File: src/rtl/instr_prefetch_queue.sv
// instr_prefetch_queue: fetch-stage front end. Issues sequential instruction
// addresses over a valid/ready request channel, buffers in-order responses in
// a small FIFO tagged with their pc, and presents {instr, pc} to IF/ID.
// A redirect flushes the queue, marks in-flight requests stale and restarts
// fetch at the target.
//
// Ports:
//   clk, reset                      clock (rising edge), async active-high reset
//   mem_req_valid/ready/addr        instruction memory request channel
//   mem_rsp_valid/data              in-order response, no backpressure
//   redirect_valid/pc               flush and restart fetch
//   instr_valid/ready/data/pc       head of queue to IF/ID
//   err_unexpected_rsp              sticky: response with nothing in flight
module instr_prefetch_queue #(
    parameter int unsigned       ADDR_W   = 15,
    parameter int unsigned       INSTR_W  = 19,
    parameter int unsigned       DEPTH    = 4,
    parameter logic [ADDR_W-1:0] RESET_PC = '0
) (
    input  logic               clk,
    input  logic               reset,
    output logic               mem_req_valid,
    input  logic               mem_req_ready,
    output logic [ADDR_W-1:0]  mem_req_addr,
    input  logic               mem_rsp_valid,
    input  logic [INSTR_W-1:0] mem_rsp_data,
    input  logic               redirect_valid,
    input  logic [ADDR_W-1:0]  redirect_pc,
    output logic               instr_valid,
    input  logic               instr_ready,
    output logic [INSTR_W-1:0] instr_data,
    output logic [ADDR_W-1:0]  instr_pc,
    output logic               err_unexpected_rsp
);

    localparam int unsigned PTR_W = (DEPTH > 1) ? $clog2(DEPTH) : 1;
    localparam int unsigned CNT_W = $clog2(DEPTH + 1);
    localparam int unsigned SUM_W = CNT_W + 1;

    typedef struct packed {
        logic [INSTR_W-1:0] data;
        logic [ADDR_W-1:0]  pc;
    } entry_t;

    logic [ADDR_W-1:0] fetch_pc_q, fetch_pc_d;
    logic [CNT_W-1:0]  count_q, count_d;
    logic [CNT_W-1:0]  inflight_q, inflight_d;
    logic [CNT_W-1:0]  drop_cnt_q, drop_cnt_d;
    logic [PTR_W-1:0]  rd_ptr_q, rd_ptr_d;
    logic [PTR_W-1:0]  wr_ptr_q, wr_ptr_d;
    logic [PTR_W-1:0]  pc_rd_ptr_q, pc_rd_ptr_d;
    logic [PTR_W-1:0]  pc_wr_ptr_q, pc_wr_ptr_d;
    logic              err_q, err_d;

    entry_t            fifo_q    [DEPTH];
    logic [ADDR_W-1:0] pc_fifo_q [DEPTH];

    logic [SUM_W-1:0]  occupancy;
    logic              req_fire;
    logic              rsp_drop;
    logic              rsp_take;
    logic              rsp_err;
    logic              pop;
    logic              push;

    // Credit: buffered entries plus outstanding requests (stale included) bound issue.
    assign occupancy     = SUM_W'(count_q) + SUM_W'(inflight_q);
    assign mem_req_valid = (occupancy < SUM_W'(DEPTH)) && !redirect_valid && !reset;
    assign mem_req_addr  = fetch_pc_q;
    assign req_fire      = mem_req_valid && mem_req_ready;

    assign instr_valid        = (count_q != '0) && !redirect_valid;
    assign instr_data         = fifo_q[rd_ptr_q].data;
    assign instr_pc           = fifo_q[rd_ptr_q].pc;
    assign pop                = instr_valid && instr_ready;
    assign err_unexpected_rsp = err_q;

    // Response classification: stale responses retire first, in order.
    assign rsp_drop = mem_rsp_valid && (drop_cnt_q != '0);
    assign rsp_take = mem_rsp_valid && (drop_cnt_q == '0) && (inflight_q != '0);
    assign rsp_err  = mem_rsp_valid && (inflight_q == '0);
    assign push     = rsp_take && !redirect_valid;

    // Next-state logic.
    always_comb begin
        fetch_pc_d  = fetch_pc_q;
        count_d     = count_q;
        inflight_d  = inflight_q;
        drop_cnt_d  = drop_cnt_q;
        rd_ptr_d    = rd_ptr_q;
        wr_ptr_d    = wr_ptr_q;
        pc_rd_ptr_d = pc_rd_ptr_q;
        pc_wr_ptr_d = pc_wr_ptr_q;
        err_d       = err_q || rsp_err;

        if (redirect_valid) begin
            // Everything still outstanding becomes stale; a response this cycle retires one.
            fetch_pc_d  = redirect_pc;
            count_d     = '0;
            rd_ptr_d    = '0;
            wr_ptr_d    = '0;
            pc_rd_ptr_d = '0;
            pc_wr_ptr_d = '0;
            inflight_d  = inflight_q - CNT_W'(mem_rsp_valid && (inflight_q != '0));
            drop_cnt_d  = inflight_d;
        end else begin
            count_d    = count_q + CNT_W'(rsp_take) - CNT_W'(pop);
            inflight_d = inflight_q + CNT_W'(req_fire) - CNT_W'(rsp_drop || rsp_take);
            drop_cnt_d = drop_cnt_q - CNT_W'(rsp_drop);
            if (rsp_take) begin
                wr_ptr_d    = wr_ptr_q + PTR_W'(1);
                pc_rd_ptr_d = pc_rd_ptr_q + PTR_W'(1);
            end
            if (pop) begin
                rd_ptr_d = rd_ptr_q + PTR_W'(1);
            end
            if (req_fire) begin
                fetch_pc_d  = fetch_pc_q + ADDR_W'(1);
                pc_wr_ptr_d = pc_wr_ptr_q + PTR_W'(1);
            end
        end
    end

    // Control state registers.
    always_ff @(posedge clk or posedge reset) begin
        if (reset) begin
            fetch_pc_q  <= RESET_PC;
            count_q     <= '0;
            inflight_q  <= '0;
            drop_cnt_q  <= '0;
            rd_ptr_q    <= '0;
            wr_ptr_q    <= '0;
            pc_rd_ptr_q <= '0;
            pc_wr_ptr_q <= '0;
            err_q       <= 1'b0;
        end else begin
            fetch_pc_q  <= fetch_pc_d;
            count_q     <= count_d;
            inflight_q  <= inflight_d;
            drop_cnt_q  <= drop_cnt_d;
            rd_ptr_q    <= rd_ptr_d;
            wr_ptr_q    <= wr_ptr_d;
            pc_rd_ptr_q <= pc_rd_ptr_d;
            pc_wr_ptr_q <= pc_wr_ptr_d;
            err_q       <= err_d;
        end
    end

    // Data storage: no reset, contents are qualified by count and pointers.
    always_ff @(posedge clk) begin
        if (push) begin
            fifo_q[wr_ptr_q] <= '{data: mem_rsp_data, pc: pc_fifo_q[pc_rd_ptr_q]};
        end
        if (req_fire) begin
            pc_fifo_q[pc_wr_ptr_q] <= fetch_pc_q;
        end
    end

endmodule

File: config.mk
export PLATFORM = sky130hd
export DESIGN_NAME = instr_prefetch_queue
export DESIGN_NICKNAME = d
export VERILOG_FILES = /design/src/rtl/instr_prefetch_queue.sv
export SDC_FILE = /design/constraint.sdc
export NUM_CORES = 1
export LEC_CHECK = 0
export BUFFER_PORTS_ARGS = -buffer_cell sky130_fd_sc_hd__buf_2
export CAP_MARGIN = 20
export CORE_UTILIZATION = 59
export DETAILED_ROUTE_END_ITERATION = 8
export GPL_TIMING_DRIVEN = 0
export PLACE_DENSITY = 0.8
export SLEW_MARGIN = 20
export SYNTH_ARGS = -nofsm -noshare
export SYNTH_HDL_FRONTEND = slang
export SYNTH_SLANG_ARGS = --single-unit
File: constraint.sdc
create_clock -name clk -period 3.2 [get_ports clk]
set_input_delay 0.64 -clock clk [delete_from_list [all_inputs] [get_ports clk]]
set_output_delay 0.64 -clock clk [all_outputs]
set_load 0.05 [all_outputs]
# After elaboration in Yosys (flattened, before gate mapping)
# Memories as Yosys holds them, arrays and structs flattened.
# Cells that the tools add are included.
# word_totals
mem_bits_ro	0
n_memories	2
elab_cells	64
inputBits	40
latchBits	0
mem_bits_rw	196
output_inout_bits	52
reg_bits	33
# mem_list
name	words	word_bits	read_ports	rd_ports_with_merged_regs	write_ports	line_no	source
fifo_q	4	34	1	0	1	55	entry_t fifo_q [DEPTH];
pc_fifo_q	4	15	1	0	1	56	logic [ADDR_W-1:0] pc_fifo_q [DEPTH];
# op_classes
n_div	0
shifts	0
n_bitwise	0
mul	0
magnitude_cmp	1
n_eq_ne	0
reduce_logical	23
n_addsub	12
n_mux	17
# op_table
cell	n
15-bit two-way mux	2
2-bit two-way mux	8
15-bit by 1-bit adder with 15-bit output, second input constant	1
3-bit by 1-bit subtractor with 3-bit output	4
1-bit logical AND	11
3-bit two-way mux	3
3-bit nonzero test	3
2-bit by 1-bit adder with 2-bit output, second input constant	4
3-bit by 1-bit adder with 3-bit output	2
3-bit logical NOT	2
2-bit nonzero test	3
3-bit by 3-bit adder with 4-bit output	1
4-bit by 3-bit less-than comparator with 1-bit output, second input constant	1
1-bit two-way mux	4
1-bit logical NOT	2
1-bit logical OR	2

# Depth between registers and ports, before layout
# logic_depth
word_depth	8
mapped_depth	13
ltp_nobuf	11

# Worst setup path after synthesis
# Ideal clock, no wire load.
# synth_path
kind	input -> register
startpoint	input port redirect_valid
endpoint	register inflight_q[2]
stages	13
required_ns	3.121
t_arrival_ns	2.907
slack_ns	0.214
path_buffers	3
setup_ns	0.079
cell_sequence	buf_6 > nor4_4 > and4_1 > buf_6 > inv_6 > buf_6 > ha_1 > inv_1 > ha_1 > fa_1 > xor2_1 > o21ai_0 > xor2_1
# synth_via
elab_chain_len	7
# synth_lines
element	line_no	source
start, declared	27	input logic redirect_valid,
1-bit logical NOT	68	assign mem_req_valid = (occupancy < SUM_W'(DEPTH)) && !redirect_valid && !reset;
1-bit logical AND (2 in series)	68	
1-bit logical AND	70	assign req_fire = mem_req_valid && mem_req_ready;
3-bit by 1-bit adder with 3-bit output	108	inflight_d = inflight_q + CNT_W'(req_fire) - CNT_W'(rsp_drop || rsp_take);
3-bit by 1-bit subtractor with 3-bit output	108	
3-bit two-way mux *	96	if (redirect_valid) begin
named net inflight_d[2]	47	logic [CNT_W-1:0] inflight_q, inflight_d;
end signal, assigned	139	inflight_q <= inflight_d;
end, declared	47	
# The timed path passes the listed nets; every way through them passes the cells marked *.
# A chain may end at the register's enable or synchronous reset.

# Worst setup path in the final report
# layout_path
startpoint	register inflight_q[2]
endpoint	register inflight_q[2]
# layout_via
elab_chain_len	8
elab_cells_between_ends	13
classes_between	add/sub (4); order compare (1); mux (1); reduce/logical (7)
# layout_lines
element	line_no	source
3-bit by 3-bit adder with 4-bit output	67	assign occupancy = SUM_W'(count_q) + SUM_W'(inflight_q);
4-bit by 3-bit less-than comparator with 1-bit output	68	
1-bit logical AND (2 in series)	68	
1-bit logical AND	70	
3-bit by 1-bit adder with 3-bit output	108	
3-bit by 1-bit subtractor with 3-bit output	108	
3-bit two-way mux *	96	
named net inflight_d[2]	47	
# Marks and branches as above.

==> qor.yml <==
outcome: "complete, no violations"
die_area_um2: 16100
nFillCells: 939
die_y_um: 127
synth_top_family_by_area: "multiplexers"
combPwrFrac_pct: 24.4
cts_tree: "built"
drive_gt1_share_pct: 34.4
synthXorXnorAreaFrac_pct: 1.05
hold_class: "in -> async"
critPathKind: "reg -> reg"
synth_cell_type_count: 45
slew_headroom_pct: 47.4
ant_nets: 0
synth-compound-area-share_pct: 3.35
tns_ps: 0
synth_mux_area_share_pct: 12.5
drtIter0Drc: 335
synth_top_area_share_pct: 64.1
synthTopCellsByArea: "edfxtp_1 (64%), mux4_2 (12%), dfrtp_1 (9.0%)"
drc: 0
place.gp.congestion: 0.831
root_buffer: "clkbuf_16"
vias: 4704
core_um2: 15200
synthFlopType: "edfxtp_1"
grt_pass1_vias: 5049
powerDensity_nw_per_um2: 779
ios: 92
final_max_slew_viol_count: 0
post-route-min-period_ps: 3060
pwr-share-clk_pct: 32.1
setup_viol_count_final: 0
critPathCaptureType: "register"
cts_buffer_depth: 3
fin_nets: 648
cp.required_ps: 3620
async_flop_share_pct: 14.4
totalWireLength_mm: 17.2
grt_max_degree: 34
yosysMostFrequentCell: "edfxtp_1"
syn2layout_area_growth_pct: 16.7
p_switching_uw: 2550
synth_nets: 528
die_w_um: 127
fp-row-count: 45
rr_startpoint: "inflight_q[2]"
fin_area_um2: 10700
synth_simple_gate_area_share_pct: 4.94
cp_data_arrival_time_ps: 3480
finalHoldViolCount: 0
sw_frac_of_total_pct: 30.5
netlist.top_cell.by_area: "edfxtp_1"
seq_area_frac_synth_pct: 73.0
worstMarginPinSlew_ps: 790
firstDrtPassIters: 4
cp-startpoint: "inflight_q[2]"
initial_core_util_pct: 60.4
cts_sinks: 229
timing.final.crit_share_pct: 95.6
via_per_inst: 5.96
whs_ps: 316
cap_violations: 0
yosysWarningCount: 0
synth_edf_count: 196
io_buffers: 90
cts_buffers: 24
seq_power_share_pct: 43.5
hpwl_mm: 10.7
ys_seq_elements: 229
n_antenna_cell: 0
placed_cell_area_um2: 9960
leakage_uw: 0.00383
synthAdderAreaFrac_pct: 3.02
clk_pin_slew_ps: 60
internal_power_uw: 5810
htreeDepth: 1
rsz0062_at_grt: "true"
path_max_fanout: 10
synth_common_cells: "edfxtp_1 (196), mux4_2 (49), dfrtp_1 (33), ha_1 (19), inv_1 (17)"
syn_inst: 467
startpoint_type: "register"
syn_avg_cell_area_um2: 19.7
worst_clock_skew_ps: 14.5
avgRoutedWirePerCell_um: 21.7
clk_latency_ps: 510
clock.fmax_mhz: 327
grt_overflow_total: 0
syn_area_um2: 9190
track_usage_pct: 22.5
grt_pass1_wl_mm: 27.2
ir_worst_vdd_v: 0.000519
antenna_found_initial: 0
==> power by group through the flow <==
stage                     Combinational [uW]  Sequential (uW)  Clock [uW]
final                                   2040             3640        2680
after CTS                               2060             3640        2730
after detailed placement                2050             3700           0
after floorplan                         1500             3760           0
after global routing                    2190             3660        2820
after global placement                  1980             3680           0
==> layout make-up <==
class                           instances  area (um2)  share of cell area [%]
Buffer                                 21         128                    1.19
Clock inverter                          7        85.1                   0.793
Sequential cell                       229        6710                    62.6
Tap cell                              188         235                    2.19
Inverter                               18        72.6                   0.677
Timing Repair Buffer                   94         531                    4.95
Clock buffer                           33         676                    6.30
Multi-Input combinational cell        199        2290                    21.3
==> final timing paths <==
check                                     end  cells after the start  slack, ps
max                             inflight_q[2]                     13        140
min                             inflight_q[0]                      2        320
max reg2reg                     inflight_q[2]                     13        140
min reg2reg                err_unexpected_rsp                      1        450
max in group asynchronous    mem_req_addr[10]                      2       2410
min in group clk                fifo_q[0][33]                      1        340
==> registers in the layout, summed over array words and instances, names as in the netlist, 3 cells and up <==
signal	count
drop_cnt_q	3
count_q	3
fifo_q	136
mem_req_addr	15
pc_fifo_q	60
inflight_q	3
==> what timing repair did <==
| action | in CTS | in global routing |
|---|---|---|
| buffers inserted | 0 | 0 |
| endpoints found under the setup margin | 2 | 18 |
| hold buffers | 0 | 0 |
| gates resized for setup | 1 | 5 |
==> worst max-delay path, cell delays in order, from the launching register on <==
cell	delay, ps
dfrtp_1	450
ha_1	340
nor4_4	190
and4_1	250
buf_6	150
inv_6	60
buf_6	150
ha_1	270
inv_1	40
ha_1	190
fa_1	390
xor2_1	170
o21ai_1	150
xor2_1	160
==> layout by cell type (no fill, tap or decap), types with 3 or more instances in the layout <==
master	synthesis	final
nor3_1	3	3
a221o_1	8	8
nand4_1	4	4
inv_1	17	16
buf_12	0	4
dfrtp_1	33	33
buf_6	5	5
clkbuf_1	10	13
nor2_1	14	14
edfxtp_1	196	196
and2_2	0	4
a21oi_1	4	4
nand2_1	13	13
o21bai_1	5	5
and2_1	9	5
xor2_1	8	8
nor2b_1	3	3
buf_2	6	96
a21o_1	5	5
ha_1	19	19
nand3_1	7	7
clkbuf_16	0	25
clkbuf_2	0	3
mux4_2	49	49
mux2i_1	3	3
and4_1	5	5
and3_1	5	5
xnor2_1	3	3
nor3_2	3	3
o21ai_0	6	5
==> per-stage QoR <==
step | std cells | utilization (%) | worst slack, ps | total power (uW)
finish | 789 | 70.5 | 141 | 8360
global placement | 745 | 65.0 | -20.7 | 5660
global route | 789 | 70.5 | -7.34 | 8670
floorplan | 467 | - | 214 | 5270
detailed placement | 749 | 65.5 | -7.76 | 5740
CTS | 789 | 70.5 | 28.9 | 8430
==> routing by layer <==
metal  wire length (um)  track usage, %  part of all wire [%]  vias to the layer above
met2               8690            39.0                    51                      179
li1                   -               -                     -                     2105
met5                  0               0                     0                        -
met1               7010            29.5                    41                     2382
met3               1000            3.67                   5.8                       38
met4                454            7.42                   2.6                        0
==> cell families (layout without fill, tap and decap cells) <==
family | Yosys count | in the layout
xor gates and xnor gates | 11 | 11
adders and majority gates | 21 | 21
buffers and inverters | 39 | 173
and+or+nand+nor | 76 | 76
AOI/OAI and AO/OA | 38 | 38
muxes | 53 | 53
DFF | 229 | 229
Power figures use the tool's default switching activity.
